===== src/rtl/inst_fetch_unit.sv =====
// Multicycle instruction fetch stage: word reads over req/ack, instruction
// register presented to decode through valid/ready, with PC redirect support.
module inst_fetch_unit #(
  parameter int unsigned      XLEN     = 32,
  parameter logic [XLEN-1:0]  RESET_PC = '0
) (
  input  logic            clk,
  input  logic            rst,
  output logic            imem_req,
  output logic [XLEN-1:0] imem_addr,
  input  logic            imem_ack,
  input  logic [XLEN-1:0] imem_rdata,
  input  logic            imem_err,
  output logic            inst_valid,
  output logic [XLEN-1:0] inst,
  output logic [6:0]      opcode,
  output logic [XLEN-1:0] inst_pc,
  input  logic            inst_ready,
  input  logic            redirect_valid,
  input  logic [XLEN-1:0] redirect_pc,
  output logic            fetch_fault
);

  typedef enum logic [1:0] {
    IDLE  = 2'd0,
    FETCH = 2'd1,
    HOLD  = 2'd2,
    FAULT = 2'd3
  } state_e;

  state_e          state_q, state_d;
  logic [XLEN-1:0] pc_q, pc_d;
  logic [XLEN-1:0] ir_q, ir_d;
  logic [XLEN-1:0] inst_pc_q, inst_pc_d;
  logic            redir_pend_q, redir_pend_d;
  logic [XLEN-1:0] redir_pc_q, redir_pc_d;
  logic            redir_misaligned;

  // State and datapath registers; reset abandons any outstanding transaction.
  always_ff @(posedge clk or posedge rst) begin
    if (rst) begin
      state_q      <= IDLE;
      pc_q         <= RESET_PC;
      ir_q         <= '0;
      inst_pc_q    <= '0;
      redir_pend_q <= 1'b0;
      redir_pc_q   <= '0;
    end else begin
      state_q      <= state_d;
      pc_q         <= pc_d;
      ir_q         <= ir_d;
      inst_pc_q    <= inst_pc_d;
      redir_pend_q <= redir_pend_d;
      redir_pc_q   <= redir_pc_d;
    end
  end

  assign redir_misaligned = redirect_valid && (redirect_pc[1:0] != 2'b00);

  // Next-state and datapath updates; redirect beats sequential increment.
  always_comb begin
    state_d      = state_q;
    pc_d         = pc_q;
    ir_d         = ir_q;
    inst_pc_d    = inst_pc_q;
    redir_pend_d = redir_pend_q;
    redir_pc_d   = redir_pc_q;
    case (state_q)
      IDLE: state_d = FETCH;
      FETCH: begin
        if (redir_misaligned) begin
          state_d = FAULT;
        end else if (imem_ack && imem_err) begin
          state_d = FAULT;
        end else if (imem_ack && (redir_pend_q || redirect_valid)) begin
          // Acked word belongs to the stale path: drop it and refetch.
          pc_d         = redirect_valid ? redirect_pc : redir_pc_q;
          redir_pend_d = 1'b0;
        end else if (imem_ack) begin
          ir_d      = imem_rdata;
          inst_pc_d = pc_q;
          state_d   = HOLD;
        end else if (redirect_valid) begin
          // Keep the request stable; apply the target once the ack returns.
          redir_pc_d   = redirect_pc;
          redir_pend_d = 1'b1;
        end
      end
      HOLD: begin
        if (redir_misaligned) begin
          state_d = FAULT;
        end else if (redirect_valid) begin
          pc_d = redirect_pc;
          if (inst_ready) state_d = FETCH;
        end else if (inst_ready) begin
          pc_d    = pc_q + XLEN'(4);
          state_d = FETCH;
        end
      end
      FAULT: state_d = FAULT;
      default: state_d = IDLE;
    endcase
  end

  // Outputs decoded straight from state and registers.
  assign imem_req    = (state_q == FETCH);
  assign imem_addr   = pc_q;
  assign inst_valid  = (state_q == HOLD);
  assign inst        = ir_q;
  assign inst_pc     = inst_pc_q;
  assign opcode      = inst_valid ? ir_q[6:0] : 7'b0000000;
  assign fetch_fault = (state_q == FAULT);

endmodule


===== config.mk =====
export PLATFORM = sky130hd
export DESIGN_NAME = inst_fetch_unit
export DESIGN_NICKNAME = d
export VERILOG_FILES = /design/src/rtl/inst_fetch_unit.sv
export SDC_FILE = /design/constraint.sdc
export NUM_CORES = 1
export LEC_CHECK = 0
export CAP_MARGIN = 20
export CORE_ASPECT_RATIO = 0.6
export CORE_MARGIN = 4
export CORE_UTILIZATION = 47
export DETAILED_ROUTE_END_ITERATION = 10
export DONT_BUFFER_PORTS = 1
export SYNTH_ARGS = -nofsm -noshare
export SYNTH_HDL_FRONTEND = slang
export SYNTH_SLANG_ARGS = --single-unit

===== constraint.sdc =====
create_clock -name clk -period 6.1 [get_ports clk]
set_clock_uncertainty 0.15 [all_clocks]
set_input_delay 1.22 -clock clk [delete_from_list [all_inputs] [get_ports clk]]
set_output_delay 1.22 -clock clk [all_outputs]
set_load 0.005 [all_outputs]

==> results.md <==
- Status: finished, final reports clean
- Vias in the first global route: 4,526
- Resize count post-CTS: 0
- Worst Path Required: 6.27 ns
- Hold Path Class: register to register
- Final #Nets: 614
- Post-Syn Area: 0.006297 mm^2
- Tot GR Track Use: 0.2000
- Final setup fails: 0
- Hold_ws: 0.3479 ns
- Fmax: 289.7 MHz
- CTS tree: built
- Critical path arrival: 3.62 ns
- # Post-CTS Setup Buffers: 0
- Setup_tns: 0 ns
- Post-synth top cells: dfrtp_1, mux2_2, o21ai_0
- Post-synth top flop: dfrtp_1
- Most frequent cell after synthesis: dfrtp_1
- Register Area: 0.003278 mm^2
- Max Root-Sink Buffers: 2
- Diode count: 0
- Filler cells: 1,115
- Yosys top cell area share: 0.5206
- Most used cell along the critical path: inv_1
- Worst Path Buf+Inv: 3
- Layout cells sized above 1: 0.2554
- Synth Register Bits: 131
- Post-synth EDFFs: 0
- Post-Synthesis Cells: 553
- Post-detailed-routing wire length: 15.17 mm
- Pwr dens: 492.2 mW/mm^2
- Synth Area per Inst: 11.39 um^2
- H-tree lvl count: 4
- CTS Buf Count: 17
- Leak: 3.063 nW
- CP cell instances: inv_1 -> ha_2 -> buf_4 -> inv_1 -> nor2_1 -> nand2_1 -> o41a_1 -> o21ai_1
- Initial core utilization: 0.4854
- ANT nets after route: 0
- Async set-reset flop share out of synthesis: 1.000
- Starting DRT DRC Count: 324
- Core area: 0.01297 mm^2
- RSZ-0062 raised after global routing: false
- CP endpoint kind: register
- CP peak stage delay: 0.64 ns
- Post-synth top area cell: dfrtp_1
- Crit-path max FO: 26
- Vias: 4,402
- First-pass GRT wire length: 24.66 mm
- Area of the multi-input gates: 0.002784 mm^2
- # Max-Cap Violations: 0
- Largest net degree at the start of global routing: 75
- GRT overflow: 0
- Worst VDD drop: 0.1831 mV
- Clk sinks: 131
- Ranking of synthesized cells by area: dfrtp_1, mux2_2, o21ai_0
- PortBufs: 0
- CTS hold repair buffers: 0
- Worst path slowest cell: nor2_1
- Layout area overhead: 12.08%
- GPL Wtd Cong: 0.7986
- Clock latency at the later pin of the worst-skew pair: 0.40 ns
- Detailed Routing Iterations Pass 1: 4
- Warning count from the yosys run: 0
- Crit path kind: register to register
- Root Driver: clkbuf_16
- Post-Route Utilization: 0.5441
- Vias per cell: 6.097
- Final min period: 3.452 ns
- Cell family with most CP delay: simple AND/OR/NAND/NOR gates
- Seq/Total Area, Yosys: 0.5206
- Initial antenna violation count: 0
- Worst Max-Slew Pin Slew: 0.9031 ns
- Max-Slew Margin vs Limit: 0.3979
- Max Slew Vio Count: 0
- Library cells used by synthesis: 51
- DIE AREA: 0.01538 mm^2
- Die Wd: 157.4 um
- Pwr Total: 3.474 mW
- Fin. Hold Viols: 0
- Cell row count: 32
- Io pins: 176
- Tcrit/Tclk final: 0.5659
- CP startpoint kind: register
- Die span in y: 97.66 um
- Clock transition at path regs: 0.06 ns
- Residual DRC: 0
- DR WL/cell: 21.01 um
- Mapped Nets: 628
- HPWL Detailed: 10.12 mm
state kept, by name, indices dropped and copies added (netlist names):
name	count
imem_addr	32
inst	32
inst_pc	32
redir_pc_q	32
redir_pend_q	1
state_q	2
where the power goes:
part	leakage (nW)	switching, mW	internal, mW
sequential	1.69	0.367	1.21
clock	0.295	0.379	0.695
combinational	1.08	0.400	0.425
routing by layer:
metal  vias to the layer above  GRT usage  wire (um)
li1                       1995          -          -
met1                      2248     0.2703       6725
met2                       150     0.3126       6942
met3                         9    0.06765       1409
met4                         0    0.04560         92
met5                         -          0          0
final cells by class:
class	instances	area share
Sequential cell	131	0.4645
Multi-Input combinational cell	366	0.3944
Clock buffer	19	0.06275
Tap cell	170	0.03014
Clock inverter	13	0.02588
Timing Repair Buffer	7	0.01312
Inverter	16	0.009218
metrics by stage:
stage	cells	setup WS, ns	area [um^2]
final	722	2.648	7058
after global routing	722	2.306	7058
after CTS	721	2.613	7030
after detailed placement	689	2.649	6405
after global placement	687	2.776	6370
after floorplan	553	1.232	6297
final timing paths:
kind                                     from       endpoint  slack [ns]  depth (start not counted)
worst min-delay path            redir_pc_q[0]  redir_pc_q[0]        0.35                          1
worst max-delay path               state_q[0]  imem_addr[27]        2.65                          8
min in group asynchronous                 rst       inst[23]        0.59                          1
worst max register to register     state_q[0]  imem_addr[27]        2.65                          8
worst min register to register  redir_pc_q[0]  redir_pc_q[0]        0.35                          1
max in group asynchronous                 rst   imem_addr[1]        3.87                          2
kinds of logic after synthesis:
group | after synthesis | share of synthesized area
AND/OR/NAND/NOR | 126 | 0.1210
XOR/XNOR | 2 | 0.002782
flip-flops | 131 | 0.5206
AO/OA/AOI/OAI | 134 | 0.1299
multiplexers | 99 | 0.1760
adder cells (fa/ha/maj) | 5 | 0.009934
buffers and inverters | 56 | 0.03974
layout by cell type (no fill, tap or decap), drive strengths merged, types with 6 or more instances in the layout:
cell type	n
dfrtp	131
mux2	94
o21ai	44
a21oi	39
nor2	25
nor3b	24
clkbuf	19
inv	17
nand2	14
o31a	11
nand4	11
and2	10
a31oi	9
nand3	9
buf	7
nand2b	6
o22ai	6
a211oi	6
worst register-to-register path, stage by stage, from the launching register on:
cell     delay, ns
dfrtp_1       0.43
inv_1         0.11
ha_2          0.53
buf_4         0.42
inv_1         0.17
nor2_1        0.64
nand2_1       0.36
o41a_1        0.45
o21ai_1       0.12
(Power assumes the default switching activity.)
